==> src/rtl/cassette_rec.sv <==
// cassette_rec: demodulates 1200/2400 Hz FSK cassette audio into bytes aligned on the 0x55 leader
// and streams them into SDRAM over a req/ack port; define CAS_REC_EOF_EN to auto-stop on the CoCo EOF block.
module cassette_rec #(
  parameter int PERIOD_SPLIT = 31818,
  parameter int MIN_PERIOD   = 8000,
  parameter int TIMEOUT      = 60000
) (
  input  logic        clk,
  input  logic        reset_n,
  input  logic        record,
  input  logic        rewind,
  input  logic        cas_in,
  output logic [24:0] sdram_addr,
  output logic [7:0]  sdram_data,
  output logic        sdram_wr,
  input  logic        sdram_ack,
  output logic [2:0]  status
);
  typedef enum logic [1:0] {IDLE = 2'd0, HUNT = 2'd1, LOCKED = 2'd2} state_t;
  state_t      r_state, w_next;
  logic [2:0]  r_sync;
  logic        r_rise, r_rec_d, r_rew_d, r_ovf;
  logic [15:0] r_cnt;
  logic [7:0]  r_shift;
  logic [2:0]  r_bits;
  logic        w_rec_edge, w_rew_edge, w_timeout, w_accept, w_match, w_emit, w_eof;
  logic [7:0]  w_shift;

  assign w_rec_edge = record & ~r_rec_d;
  assign w_rew_edge = rewind ^ r_rew_d;
  assign w_timeout  = r_cnt == 16'(TIMEOUT);
  assign w_accept   = r_rise && r_cnt >= 16'(MIN_PERIOD);
  assign w_shift    = {r_cnt < 16'(PERIOD_SPLIT), r_shift[7:1]};
  assign w_match    = r_state == HUNT && w_accept && w_shift == 8'h55;
  // Bytes are suppressed on the cycle a control edge or silence reshapes the state.
  assign w_emit     = !w_rew_edge && !w_rec_edge && !w_timeout && w_accept &&
                      (w_match || (r_state == LOCKED && r_bits == 3'd7));
  assign status     = {r_ovf, r_state};

`ifdef CAS_REC_EOF_EN
  logic [47:0] r_hist;
  assign w_eof = sdram_wr && sdram_ack && {r_hist[39:0], sdram_data} == 48'h55_3C_FF_00_FF_55;
  always_ff @(posedge clk or negedge reset_n)
    if (!reset_n) r_hist <= '0;
    else if (w_rew_edge || (w_rec_edge && r_state == IDLE)) r_hist <= '0;
    else if (sdram_wr && sdram_ack) r_hist <= {r_hist[39:0], sdram_data};
`else
  assign w_eof = 1'b0;
`endif

  always_ff @(posedge clk or negedge reset_n)
    if (!reset_n) r_state <= IDLE;
    else r_state <= w_next;

  always_comb begin
    w_next = r_state;
    if (w_rew_edge) w_next = IDLE;
    else if (w_rec_edge) w_next = (r_state == IDLE) ? HUNT : IDLE;
    else if (w_eof) w_next = IDLE;
    else if (r_state != IDLE && w_timeout) w_next = HUNT;
    else if (w_match) w_next = LOCKED;
  end

  always_ff @(posedge clk or negedge reset_n) begin
    if (!reset_n) begin
      r_sync     <= '0;
      r_rise     <= 1'b0;
      r_rec_d    <= 1'b0;
      r_rew_d    <= 1'b0;
      r_cnt      <= '0;
      r_shift    <= '0;
      r_bits     <= '0;
      r_ovf      <= 1'b0;
      sdram_addr <= '0;
      sdram_data <= '0;
      sdram_wr   <= 1'b0;
    end else begin
      r_sync  <= {r_sync[1:0], cas_in};
      r_rise  <= r_sync[1] & ~r_sync[2];
      r_rec_d <= record;
      r_rew_d <= rewind;
      r_cnt   <= w_accept ? 16'd0 : (w_timeout ? r_cnt : r_cnt + 16'd1);
      if (w_rew_edge || w_rec_edge || (r_state != IDLE && w_timeout)) begin
        r_shift <= '0;
        r_bits  <= '0;
      end else if (w_accept && r_state != IDLE) begin
        r_shift <= w_shift;
        r_bits  <= (r_state == LOCKED) ? r_bits + 3'd1 : 3'd0;
      end
      if (w_rew_edge) begin
        sdram_addr <= '0;
        sdram_wr   <= 1'b0;
        r_ovf      <= 1'b0;
      end else begin
        if (sdram_wr && sdram_ack) begin
          sdram_wr   <= 1'b0;
          sdram_addr <= sdram_addr + 25'd1;
        end
        if (w_emit && sdram_wr) r_ovf <= 1'b1;
        else if (w_emit) begin
          sdram_data <= w_shift;
          sdram_wr   <= 1'b1;
        end
      end
    end
  end
endmodule

==> config.mk <==
export PLATFORM = sky130hd
export DESIGN_NAME = cassette_rec
export DESIGN_NICKNAME = d
export VERILOG_FILES = /design/src/rtl/cassette_rec.sv
export SDC_FILE = /design/constraint.sdc
export NUM_CORES = 1
export LEC_CHECK = 0
export ABC_AREA = 1
export ABC_CLOCK_PERIOD_IN_PS = 1700
export CAP_MARGIN = 20
export CORE_UTILIZATION = 56
export CTS_CLUSTER_SIZE = 30
export DETAILED_ROUTE_END_ITERATION = 16
export HOLD_SLACK_MARGIN = 0.15
export PLACE_DENSITY = 0.89
export SYNTH_ARGS = -nofsm -noshare
export SYNTH_HDL_FRONTEND = slang
export SYNTH_SLANG_ARGS = --single-unit
export TNS_END_PERCENT = 10
==> constraint.sdc <==
create_clock -name clk -period 1.7 [get_ports clk]
set_input_delay 0.51 -clock clk [delete_from_list [all_inputs] [get_ports clk]]
set_output_delay 0.51 -clock clk [all_outputs]
set_load 0.01 [all_outputs]
# [After elaboration in Yosys (flattened, before gate mapping)]
# Cells that the tools add are included.
[word_totals] regBits=70 latch_bits=0 ram_bits=0 mem_bits_ro=0 elab_cells=75 memories=0
[classes] addsub=3 mul=0 n_div=0 order_cmp=2 n_eq_ne=6 shifts=0 mux=20 n_bitwise=7 n_reduce_logical=25
[op_table] op="2-to-1 mux 25 bit" n=2
[op_table] op="2-to-1 mux 16 bit" n=2
[op_table] op="adder 25 x 1 -> 25 bit, second input constant" n=1
[op_table] op="adder 16 x 1 -> 16 bit, second input constant" n=1
[op_table] op="== test 16 bit, second input constant" n=1
[op_table] op=">= comparator 16 x 13 -> 1 bit, second input constant" n=1
[op_table] op="< comparator 16 x 15 -> 1 bit, second input constant" n=1
[op_table] op="2-to-1 mux 8 bit" n=2
[op_table] op="logical AND 1 bit" n=12
[op_table] op="2-to-1 mux 3 bit" n=3
[op_table] op="== test 8 x 7 -> 1 bit, second input constant" n=1
[op_table] op="2-to-1 mux 2 bit" n=4
[op_table] op="nonzero test 2 bit" n=4
[op_table] op="2-to-1 mux 1 bit" n=7
[op_table] op="NOT 1 bit" n=4
[op_table] op="nonzero test 4 bit" n=1
[op_table] op="adder 3 x 1 -> 3 bit, second input constant" n=1
[op_table] op="== test 3 bit, second input constant" n=1
[op_table] op="zero test 1 bit" n=3
[op_table] op="logical OR 1 bit" n=3
[op_table] op="AND reduction 3 bit" n=1
[op_table] op="AND 1 bit" n=2
[op_table] op="== test 2 x 1 -> 1 bit, second input constant" n=1
[op_table] op="== test 2 bit, second input constant" n=1
[op_table] op="other kinds (3)" n=3

# [Longest topological paths before layout]
[logic_depth] ltp_word=10 mapped_depth=11 mapped_depth_nobuf=11

# [Worst setup path after synthesis]
# OpenSTA, ideal clock, no wires.
[synth_path] kind="flip-flop to flip-flop" start="reg sdram_addr[0]" end="reg sdram_addr[14]" setup_ns=0.131 arrival_time_ns=1.518 required_time_ns=1.569 slack_ns=0.051 stages_incl_launch_ff=9 cell_sequence="dfrtp_1 > ha_1 > inv_1 > nor3_4 > nand2_1 > nor2_2 > nand3_1 > o21ai_0 > a21oi_1"
[synth_via] elab_chain_cells=3
[synth_rtl] item="start: declaration" line_no="13" source="output logic [24:0] sdram_addr,"
[synth_rtl] item="start signal: assignment" line_no="97" source="sdram_addr <= sdram_addr + 25'd1;"
[synth_rtl] item="adder 25 x 1 -> 25 bit" line_no="97"
[synth_rtl] item="2-to-1 mux 25 bit" line_no="95" source="if (sdram_wr && sdram_ack) begin"
[synth_rtl] item="2-to-1 mux 25 bit" line_no="90" source="if (w_rew_edge) begin"
# No other way between the ends. The select of a mux whose other input is x is not followed.
# A chain may end at the register's enable or synchronous reset.

# [Worst setup path in the final report]
[layout_path] start="reg sdram_addr[0]" end="reg sdram_addr[5]"
# Same word-level chain as after synthesis.

==> PnR_summary.wiki <==
{| class="wikitable"
! Metric !! Value
|-
| Outcome || finished, violations left
|-
| Violations in the final reports || setup timing
|-
| Total design power || 3.24 mW
|-
| Switching power || 0.742 mW
|-
| Cell chosen for the clock root || sky130_fd_sc_hd__clkbuf_8
|-
| Clock Latency Late Sink || between 300 and 400 ps
|-
| Worst Max-Slew Pin Slew || between 400 and 500 ps
|-
| Area of the die || 0.00674 mm^2
|-
| Final setup slack of the worst path || -75.8 ps
|-
| Number of core rows || 28
|-
| Post-detailed-route wirelength per cell || 17.1 um
|-
| Synth unique cells || 34
|-
| Max Freq || 563 MHz
|-
| Number of endpoints failing setup at the final stage || 7
|-
| Arrival @ worst endpoint || around 2000 ps
|-
| Vias in the first global route || about 3100
|-
| Worst clock skew on the final layout || around 14 ps
|-
| # Max-Cap Violations || 0
|-
| Max Slew Vio Count || 0
|-
| Global-route wire length before repair || 14.2 mm
|-
| Longest Clk Path Bufs || 2
|-
| Static Leak || 2.43 nW
|-
| Number of remaining DRC errors || 0
|-
| Setup total negative slack || -262 ps
|-
| Part of the Yosys area used for sequential elements || 48.1%
|-
| Setup Crit Path Kind || flop to flop
|-
| Pin count of the biggest net entering global routing || 70
|-
| Total clock buffers created by CTS || 9
|-
| Number of cells produced by synthesis || 458
|-
| Clock tree from TritonCTS || done
|-
| Number of antenna violations at the first check in global routing || 0
|-
| Detailed-placement wirelength estimate || about 6.1 mm
|-
| Power density of the placed cells || 685 mW/mm^2
|-
| Library cell occupying the most area in the post-synthesis netlist || sky130_fd_sc_hd__dfrtp_1
|-
| Kind of cell with the highest combined delay on the critical path || simple AND/OR/NAND/NOR gates
|-
| Chain of cells forming the critical path || buf_6 > nand3_2 > nor2_2 > inv_2 > nor2_2 > nand2_2 > buf_4 > o21ai_0 > a21oi_1
|-
| Effective utilization at floorplan || 59.3%
|-
| Flip-flop and latch count after synthesis || a little under 70
|-
| Diodes inserted || 0
|-
| Die H || 82.1 um
|-
| Core region area || slightly above 0.006 mm^2
|-
| Number of warnings reported in the yosys synthesis log || 0
|-
| Critical Path Source Type || flop
|-
| Number of failing hold endpoints at the final stage || 0
|-
| CP Data Required Time || slightly below 2000 ps
|-
| Clk pwr share || 43.4%
|-
| Max transition margin || a little over two thirds
|-
| Mean number of vias per cell || 6.00
|-
| Dominant synthesized flop cell || sky130_fd_sc_hd__dfrtp_1
|-
| Most frequent CP cell || sky130_fd_sc_hd__nor2_2
|-
| Worst Path Max Fanout || 5
|-
| Power Internal || 2.50 mW
|-
| Number of flops mapped to enable cells by yosys || 0
|-
| Post-detailed-routing wire length || 10.7 mm
|-
| Fraction of the cycle the final worst path needs || 104%
|-
| Count of H-tree levels built during CTS || 3
|-
| Die Span X || 82.1 um
|-
| Flop pwr share || 51.3%
|-
| GRT Util Overall || 28.4%
|-
| Crit path buffers/inverters || 3
|-
| Share of the synthesized area in the top cell type || about half
|-
| Critical-path cell with the highest stage delay || sky130_fd_sc_hd__dfrtp_1
|-
| Area growth from synthesis to layout || 31.5%
|-
| Mean area per synthesized cell || 7.85 um^2
|-
| Fraction of final layout cells sized beyond drive strength 1 || a little over a fifth
|-
| Ranking of synthesized cells by area || sky130_fd_sc_hd__dfrtp_1 (48%), sky130_fd_sc_hd__nand2_1 (10%), sky130_fd_sc_hd__nor2_1 (7.0%)
|-
| Number of filler instances in the final layout || approximately 380
|-
| Ports placed on the boundary || 43
|-
| Clock transition at path regs || 80 ps
|-
| RSZ-0062 raised after global routing || yes
|-
| Async set-reset flop share out of synthesis || 100%
|-
| Number of clock sinks || around 70
|-
| Via Count || 3746
|-
| Initial DRC Count || 415
|-
| Hold buffers post-CTS || 0
|-
| Comb pwr share || 5.3%
|-
| Number of nets in the finished design || 557
|-
| Syn Nets || about 470
|-
| Largest incremental delay on the critical path || 400 ps
|-
| Final critical delay including setup and external delays || 1780 ps
|-
| Combined area of all synthesized cells || ~0.0036 mm^2
|-
| Crit path capture type || flop
|-
| IO Port Bufs || 42
|-
| Antenna-violating nets left || 0
|-
| Net switching share of the total power || 22.9%
|-
| Leftover overflow at the end of global routing || 0
|-
| Number of iterations in the first detailed-routing pass || 5
|-
| Routability cong. || ~0.86
|-
| Path category of the worst min-delay check || input port to async pin
|-
| Worst ir drop on vdd || roughly 0.66 mV
|}
-- through the flow --
step                hold WS (ps)  std cells  setup slack, ps  cell area (um^2)  util (%)
CTS                          187        615             -135              4520      74.6
global placement             333        600             -404              4320      71.3
floorplan                    214        458             51.3              3590         -
detailed placement           351        600             -475              4320      71.3
global route                 203        624             -210              4730      78.0
finish                       165        624            -75.8              4730      78.0
-- power by group through the flow --
stage               Sequential, mW  Clock (mW)  Combinational [mW]
detailed placement            1.69           0               0.160
finish                        1.66        1.40               0.172
CTS                           1.66        1.39               0.163
floorplan                     1.69           0              0.0595
global route                  1.66        1.46               0.190
global placement              1.69           0               0.156
-- worst register-to-register path: cells and delay by family (launching register included) --
kind / cells / cell delay [ps]
compound gates: 2 / 320
flops: 1 / 400
simple gates: 4 / 570
buf+inv: 3 / 370
-- final cells by class --
cell class              count  area (um^2)  area share [%]
clock inverters             1         30.0           0.635
multi-input cells         325         1760            37.2
clock buffers              13          169            3.57
well taps                  75         93.8            1.99
inverters                  59          224            4.74
repair buffers             82          716            15.1
flip-flops and latches     69         1740            36.7
-- sequential cells by signal, indices dropped and copies added (netlist names) --
| register | count |
|---|---|
| r_rew_d | 1 |
| r_shift | 7 |
| r_bits | 3 |
| r_rise | 1 |
| r_cnt | 16 |
| sdram_data | 8 |
| r_sync | 3 |
| sdram_addr | 25 |
| r_ovf | 1 |
| r_rec_d | 1 |
| sdram_wr | 1 |
| r_state | 2 |
-- worst paths after layout --
path,startpoint,end,slack [ps],depth (start not counted)
worst max-delay path,sdram_addr[0],sdram_addr[5],-80,9
worst min-delay path,reset_n,r_bits[0],170,2
worst max register to register,sdram_addr[0],sdram_addr[5],-80,9
worst min register to register,r_sync[0],r_sync[1],380,0
max in group asynchronous,reset_n,sdram_addr[15],1220,2
min in group clk,r_sync[0],r_sync[1],380,0
-- synth_stat cells (2+ instances only) --
library cell                 n
sky130_fd_sc_hd__a21oi_1    27
sky130_fd_sc_hd__a21oi_2     2
sky130_fd_sc_hd__a31oi_1     7
sky130_fd_sc_hd__buf_2       3
sky130_fd_sc_hd__dfrtp_1    69
sky130_fd_sc_hd__ha_1        5
sky130_fd_sc_hd__inv_1      57
sky130_fd_sc_hd__nand2_1   100
sky130_fd_sc_hd__nand2_2     6
sky130_fd_sc_hd__nand3_1    22
sky130_fd_sc_hd__nand3_2     3
sky130_fd_sc_hd__nand3b_1    3
sky130_fd_sc_hd__nand4_1    19
sky130_fd_sc_hd__nor2_1     67
sky130_fd_sc_hd__nor2_2      7
sky130_fd_sc_hd__nor3_1      9
sky130_fd_sc_hd__nor3_2      2
sky130_fd_sc_hd__nor4_1      5
sky130_fd_sc_hd__o21ai_0    27
sky130_fd_sc_hd__xor2_1      4
-- layer usage --
| metal | global-route usage, % | vias up | part of all wire, % |
|---|---|---|---|
| met4 | 14.6 | 0 | 5.3 |
| met3 | 5.49 | 69 | 7.0 |
| met5 | 0 | - | 0 |
| li1 | - | 1674 | - |
| met1 | 37.4 | 1767 | 39 |
| met2 | 44.6 | 236 | 48 |
-- logic make-up after synthesis --
group                    after synthesis  synth area share (%)
AO/OA/AOI/OAI                         65                  9.58
XOR/XNOR                               5                  1.43
adder cells (fa/ha/maj)                5                  1.74
buffers and inverters                 65                  7.21
flip-flops                            69                  48.1
AND/OR/NAND/NOR                      249                  32.0
-- cells in the final DEF (no fill, tap or decap), drive strengths merged, types with 6 or more instances in the layout --
cell type    netlist  routed
nand2            107     108
nor2              75      75
dfrtp             69      69
inv               58      58
buf                5      41
dlygate4sd2        0      35
a21oi             29      29
o21ai             28      28
nand3             25      25
nand4             19      19
clkbuf             1      13
nor3              12      12
a31oi              7       7
nor4               6       6
-- timing repair --
item | in CTS | in global routing
pin swaps | 1 | 11
endpoints found under the setup margin | 58 | 45
cloned | 0 | 1
buffers inserted | 1 | 8
resized for setup | 49 | 45
(Power assumes the default switching activity.)
